==> src/rtl/hazard_ctrl_if.sv <==
// Pipeline-side bundle for the hazard controller: ID/EX operand fields in,
// PC / IF/ID / ID/EX control strobes and stall statistics out.
interface hazard_ctrl_if #(
   parameter int unsigned CNT_W = 16
);
   logic [4:0]       ifid_rs;
   logic [4:0]       ifid_rt;
   logic             ifid_use_rs;
   logic             ifid_use_rt;
   logic             ifid_md_use;
   logic [4:0]       idex_rt;
   logic             idex_memtoreg;
   logic             md_start;
   logic             ex_redirect;
   logic             pc_stall_en;
   logic             ifid_wr;
   logic             idex_clear;
   logic             ifid_flush;
   logic             md_busy;
   logic [CNT_W-1:0] stall_count;

   modport master (
      output ifid_rs, ifid_rt, ifid_use_rs, ifid_use_rt, ifid_md_use,
             idex_rt, idex_memtoreg, md_start, ex_redirect,
      input  pc_stall_en, ifid_wr, idex_clear, ifid_flush, md_busy, stall_count
   );

   modport slave (
      input  ifid_rs, ifid_rt, ifid_use_rs, ifid_use_rt, ifid_md_use,
             idex_rt, idex_memtoreg, md_start, ex_redirect,
      output pc_stall_en, ifid_wr, idex_clear, ifid_flush, md_busy, stall_count
   );
endinterface

==> src/rtl/hazard_ctrl.sv <==
// Sequential load-use / mult-div interlock with redirect flushing and a
// saturating stall-cycle counter for the 5-stage MIPS pipeline.
module hazard_ctrl #(
   parameter int unsigned LOAD_LAT = 1,
   parameter int unsigned MD_LAT   = 4,
   parameter int unsigned CNT_W    = 16
) (
   input logic           clk,
   input logic           rst_n,
   hazard_ctrl_if.slave  hz
);

   typedef enum logic {RUN, LSTALL} state_t;

   localparam logic [2:0] LD_RELOAD = 3'(LOAD_LAT - 1);
   localparam logic [5:0] MD_RELOAD = 6'(MD_LAT);

   state_t           state, state_nx;
   logic [2:0]       ld_cnt, ld_cnt_nx;
   logic [5:0]       md_cnt;
   logic [CNT_W-1:0] stall_cnt;
   logic             load_hit;
   logic             md_busy;
   logic             md_hit;
   logic             stall;

   // $0 is hardwired zero, so a load "to" it never creates a dependency.
   always_comb begin
      load_hit = hz.idex_memtoreg && (hz.idex_rt != 5'd0) &&
                 ((hz.ifid_use_rs && (hz.ifid_rs == hz.idex_rt)) ||
                  (hz.ifid_use_rt && (hz.ifid_rt == hz.idex_rt)));
      md_busy  = (md_cnt != 6'd0);
      md_hit   = hz.ifid_md_use && md_busy;
      stall    = ((state == LSTALL) || load_hit || md_hit) && !hz.ex_redirect;
   end

   always_ff @(posedge clk or negedge rst_n) begin
      if (!rst_n) begin
         state  <= RUN;
         ld_cnt <= '0;
      end else begin
         state  <= state_nx;
         ld_cnt <= ld_cnt_nx;
      end
   end

   always_comb begin
      state_nx  = state;
      ld_cnt_nx = ld_cnt;
      if (hz.ex_redirect) begin
         state_nx  = RUN;
         ld_cnt_nx = '0;
      end else begin
         case (state)
            RUN: begin
               // First stall cycle is spent here; LSTALL covers the remaining LOAD_LAT-1.
               if (load_hit && (LOAD_LAT > 1)) begin
                  state_nx  = LSTALL;
                  ld_cnt_nx = LD_RELOAD;
               end
            end
            LSTALL: begin
               ld_cnt_nx = ld_cnt - 3'd1;
               if (ld_cnt == 3'd1) state_nx = RUN;
            end
            default: begin
               state_nx  = RUN;
               ld_cnt_nx = '0;
            end
         endcase
      end
   end

   always_comb begin
      hz.pc_stall_en = stall;
      hz.ifid_wr     = !stall;
      hz.idex_clear  = stall || hz.ex_redirect;
      hz.ifid_flush  = hz.ex_redirect;
      hz.md_busy     = md_busy;
      hz.stall_count = stall_cnt;
   end

   // The in-flight mult/div is older than any redirect, so only md_start and time affect it.
   always_ff @(posedge clk or negedge rst_n) begin
      if (!rst_n) begin
         md_cnt <= '0;
      end else if (hz.md_start) begin
         md_cnt <= MD_RELOAD;
      end else if (md_busy) begin
         md_cnt <= md_cnt - 6'd1;
      end
   end

   always_ff @(posedge clk or negedge rst_n) begin
      if (!rst_n) begin
         stall_cnt <= '0;
      end else if (stall && (stall_cnt != '1)) begin
         stall_cnt <= stall_cnt + 1'b1;
      end
   end

endmodule

==> src/flat_wrapper.sv <==
// flat-port wrapper written by rule: the top's interface ports become plain ports
module hazard_ctrl_flat 
#(
   parameter int unsigned LOAD_LAT = 1,
   parameter int unsigned MD_LAT   = 4,
   parameter int unsigned CNT_W    = 16
)
  (clk, rst_n, hz_ifid_rs, hz_ifid_rt, hz_ifid_use_rs, hz_ifid_use_rt, hz_ifid_md_use, hz_idex_rt, hz_idex_memtoreg, hz_md_start, hz_ex_redirect, hz_pc_stall_en, hz_ifid_wr, hz_idex_clear, hz_ifid_flush, hz_md_busy, hz_stall_count);
  hazard_ctrl_if #(.CNT_W(CNT_W)) hz_i ();
  input logic clk;
  input logic rst_n;
  input wire logic [$bits(hz_i.ifid_rs)-1:0] hz_ifid_rs;
  input wire logic [$bits(hz_i.ifid_rt)-1:0] hz_ifid_rt;
  input wire logic [$bits(hz_i.ifid_use_rs)-1:0] hz_ifid_use_rs;
  input wire logic [$bits(hz_i.ifid_use_rt)-1:0] hz_ifid_use_rt;
  input wire logic [$bits(hz_i.ifid_md_use)-1:0] hz_ifid_md_use;
  input wire logic [$bits(hz_i.idex_rt)-1:0] hz_idex_rt;
  input wire logic [$bits(hz_i.idex_memtoreg)-1:0] hz_idex_memtoreg;
  input wire logic [$bits(hz_i.md_start)-1:0] hz_md_start;
  input wire logic [$bits(hz_i.ex_redirect)-1:0] hz_ex_redirect;
  output wire logic [$bits(hz_i.pc_stall_en)-1:0] hz_pc_stall_en;
  output wire logic [$bits(hz_i.ifid_wr)-1:0] hz_ifid_wr;
  output wire logic [$bits(hz_i.idex_clear)-1:0] hz_idex_clear;
  output wire logic [$bits(hz_i.ifid_flush)-1:0] hz_ifid_flush;
  output wire logic [$bits(hz_i.md_busy)-1:0] hz_md_busy;
  output wire logic [$bits(hz_i.stall_count)-1:0] hz_stall_count;
  assign hz_i.ifid_rs = hz_ifid_rs;
  assign hz_i.ifid_rt = hz_ifid_rt;
  assign hz_i.ifid_use_rs = hz_ifid_use_rs;
  assign hz_i.ifid_use_rt = hz_ifid_use_rt;
  assign hz_i.ifid_md_use = hz_ifid_md_use;
  assign hz_i.idex_rt = hz_idex_rt;
  assign hz_i.idex_memtoreg = hz_idex_memtoreg;
  assign hz_i.md_start = hz_md_start;
  assign hz_i.ex_redirect = hz_ex_redirect;
  assign hz_pc_stall_en = hz_i.pc_stall_en;
  assign hz_ifid_wr = hz_i.ifid_wr;
  assign hz_idex_clear = hz_i.idex_clear;
  assign hz_ifid_flush = hz_i.ifid_flush;
  assign hz_md_busy = hz_i.md_busy;
  assign hz_stall_count = hz_i.stall_count;
  hazard_ctrl #(.LOAD_LAT(LOAD_LAT), .MD_LAT(MD_LAT), .CNT_W(CNT_W)) u_core (.clk(clk), .rst_n(rst_n), .hz(hz_i));
endmodule
==> config.mk <==
export PLATFORM = sky130hd
export DESIGN_NAME = hazard_ctrl_flat
export DESIGN_NICKNAME = d
export VERILOG_FILES = /design/src/rtl/hazard_ctrl_if.sv /design/src/rtl/hazard_ctrl.sv /design/src/flat_wrapper.sv
export SDC_FILE = /design/constraint.sdc
export NUM_CORES = 1
export LEC_CHECK = 0
export CORE_MARGIN = 3
export CORE_UTILIZATION = 30
export DETAILED_ROUTE_END_ITERATION = 12
export GPL_TIMING_DRIVEN = 0
export RECOVER_POWER = 25
export SLEW_MARGIN = 30
export SYNTH_ARGS = -nofsm -noshare
export SYNTH_HDL_FRONTEND = slang
export SYNTH_SLANG_ARGS = --single-unit
==> constraint.sdc <==
create_clock -name clk -period 3.4 [get_ports clk]
set_clock_uncertainty 0.15 [all_clocks]
set_input_delay 0.34 -clock clk [delete_from_list [all_inputs] [get_ports clk]]
set_output_delay 0.34 -clock clk [all_outputs]
set_load 0.05 [all_outputs]
==> out/qor.yml <==
final_layout:
  drive_gt1_share_pct: 12.57
  fin_area_um2: 2090
  postLayoutCoreUtil_pct: 43.38
  final_nets: 220
  synthToLayoutAreaGrowth_pct: 36.33
  insertedDiodeCount: 0
timing:
  setup_viol: 0
  hold_violations: 0
  min_period_ns: 3.216
  max_freq_ghz: 0.3109
  period_share_pct: 94.60
  rsz0062_at_grt: "no"
  drv_slew: 0
  tightest_slew_ns: 1.387
  slew_headroom_pct: 7.538
clock_tree:
  cts_root_buffer: "clkbuf_8"
  htreeDepth: 1
  clk_path_buf_depth: 2
  cts_tree: "done"
  cts_sinks: 26
  clk_pin_slew_ns: 0.09
  clk_latency_ns: 0.27
  post-cts-setup-buffers: 0
  cts_buffers: 3
die:
  die_h_um: 77.48
  rows: 25
  initial_core_util_pct: 31.82
  dieArea_um2: 6002
  coreArea_um2: 4817
  die_w_um: 77.48
  io_pins: 44
run:
  maxCapViolCount: 0
critical_path:
  worst_setup_path_start_kind: "flop"
  critPathMaxFanout: 10
  required_ns: 2.91
  critical_path_class: "flop to output pin"
  crit_path_end_kind: "output pin"
  critical_path_arrival_ns: 2.73
placement:
  hpwlAfterDp_mm: 2.383
  placed_cell_area_um2: 2032
  gp_congestion: 0.7469
  io_buffers: 42
detailed_routing:
  vias: 1194
  via_per_inst: 4.628
  drc: 0
  ant_nets: 0
  drt-pass1-iter-count: 6
  first_iter_violations: 36
  wl_per_cell_um: 11.88
  drt_wl_total_mm: 3.064
yosys:
  ys_ff_latch: 26
  synth_most_common_cell: "dfrtp_1"
  syn_nets: 172
  synth_area_um2: 1533
  synth-async-reset-ratio_pct: 100.0
  synth-warning-count: 0
  ys_seq_area_share_pct: 42.45
  syn_inst: 144
  yosys-top-cells-count: "dfrtp_1, xnor2_1, xor2_1"
  synthFlopType: "dfrtp_1"
  synth.top_cell.area_share_pct: 42.45
  synth_edf_count: 0
  synth.top_cells.by_area: "dfrtp_1, xnor2_1, xor2_1"
  synth_cell_types: 39
  synth_area_per_cell_um2: 10.64
  synth_area_leader_cell: "dfrtp_1"
run_status:
  run_status: "finished, final reports clean"
global_routing:
  grt_use_total_pct: 11.14
  gr-usage-met1_pct: 13.44
  grt_max_degree: 27
  grt_pass1_wl_mm: 5.506
  grt_pass1_vias: 1223
  grt-ovfl-total: 0
  grt-busiest-layer: "met2"
  use_met3_pct: 3.132
  antenna_found_initial: 0
  use_met2_pct: 18.74
pwr:
  p_leak_nw: 0.8747
  ir_worst_vdd_uv: 196.9
  powerDensity_nw_per_um2: 584.9
hold_path:
  min_path_type: "input pin to flop"
-- worst max-delay path, cell delays in order, from the launching register on --
cell	delay, ns
dfrtp_1	0.41
or3_4	0.41
nor3b_4	0.37
inv_4	0.08
a21oi_4	0.21
a2bb2oi_4	0.29
buf_6	0.21
inv_1	0.04
dlygate4sd2_1	0.41
-- stage by stage --
step | cells | hold WS, ns | setup slack (ns) | power, mW | setup TNS (ns)
6_report | 258 | 0.1804 | 0.1837 | 1.222 | 0
5_1_grt | 258 | 0.1876 | 0.01970 | 1.311 | 0
4_1_cts | 258 | 0.1810 | 0.07762 | 1.241 | 0
3_5_place_dp | 253 | 0.2319 | -0.08188 | 1.037 | -0.08591
3_3_place_gp | 253 | 0.3320 | -0.03882 | 1.028 | -0.03882
2_1_floorplan | 144 | -0.1056 | 0.7358 | 0.8544 | 0
-- registers in the layout (all words and copies together) (netlist names) --
name	count
u_core.hz.stall_count	16
u_core.md_cnt	6
u_core.ld_cnt	3
u_core.state	1
-- final cells by class --
type | instances | area (um2)
repair buffers | 43 | 417.9
well taps | 67 | 83.83
clock buffers | 4 | 55.05
inverters | 9 | 36.28
fillers | 496 | 2728
flip-flops and latches | 26 | 650.6
multi-input cells | 106 | 822.0
plain buffers | 3 | 23.77
-- power by group --
| part | switching [mW] | internal (mW) |
|---|---|---|
| Clock | 0.0990 | 0.104 |
| Combinational | 0.337 | 0.235 |
| Sequential | 0.0722 | 0.376 |
-- cell usage in the layout (no fill, tap or decap), types with 3 or more instances in the layout --
cell             netlist  final
clkbuf_8               0      4
clkdlybuf4s50_1        0     39
dfrtp_1               26     26
ha_1                   5      5
inv_1                  8      8
nand2_1               10     10
nand3_1                6      6
nand4_1                3      3
nor2_1                10     10
nor3_1                 7      7
nor3_2                 5      5
nor4_1                 5      5
xnor2_1               14     14
xor2_1                13     13
-- timing repair --
action | 4_1_cts | 5_1_grt
endpoints found under the hold margin | 26 | 0
hold buffers | 1 | 0
gates resized for setup | 2 | 2
pin swaps | 0 | 0
setup endpoints to repair | 2 | 1
-- cell families (layout without fill, tap and decap cells) --
family / Yosys count / after routing / synth area share [%]
AND/OR/NAND/NOR: 60 / 60 / 24.41
XOR/XNOR: 28 / 28 / 16.49
flip-flops: 26 / 26 / 42.45
buffers and inverters: 12 / 59 / 3.919
AO/OA/AOI/OAI: 10 / 10 / 6.205
adder cells (fa/ha/maj): 5 / 5 / 4.082
multiplexers: 3 / 3 / 2.449
-- final timing paths --
kind	from	to	slack [ns]	cells after the start
max	u_core.md_cnt[3]$_DFFE_PN0P_	hz_pc_stall_en	0.18	8
min	hz_ex_redirect	u_core.ld_cnt[0]$_DFFE_PN0P_	0.18	2
max reg2reg	u_core.md_cnt[3]$_DFFE_PN0P_	u_core.hz.stall_count[13]$_DFFE_PN0P_	0.88	8
min reg2reg	u_core.hz.stall_count[10]$_DFFE_PN0P_	u_core.hz.stall_count[10]$_DFFE_PN0P_	0.35	1
max in group asynchronous	rst_n	u_core.hz.stall_count[13]$_DFFE_PN0P_	1.53	2
min in group asynchronous	rst_n	u_core.hz.stall_count[7]$_DFFE_PN0P_	0.76	2
-- per-layer routing --
metal / part of all wire [%] / up-vias
met2: 47 / 36
met4: 1.9 / 0
met3: 7.2 / 5
met1: 44 / 566
li1: - / 587
met5: 0 / -
(Power assumes the default switching activity.)
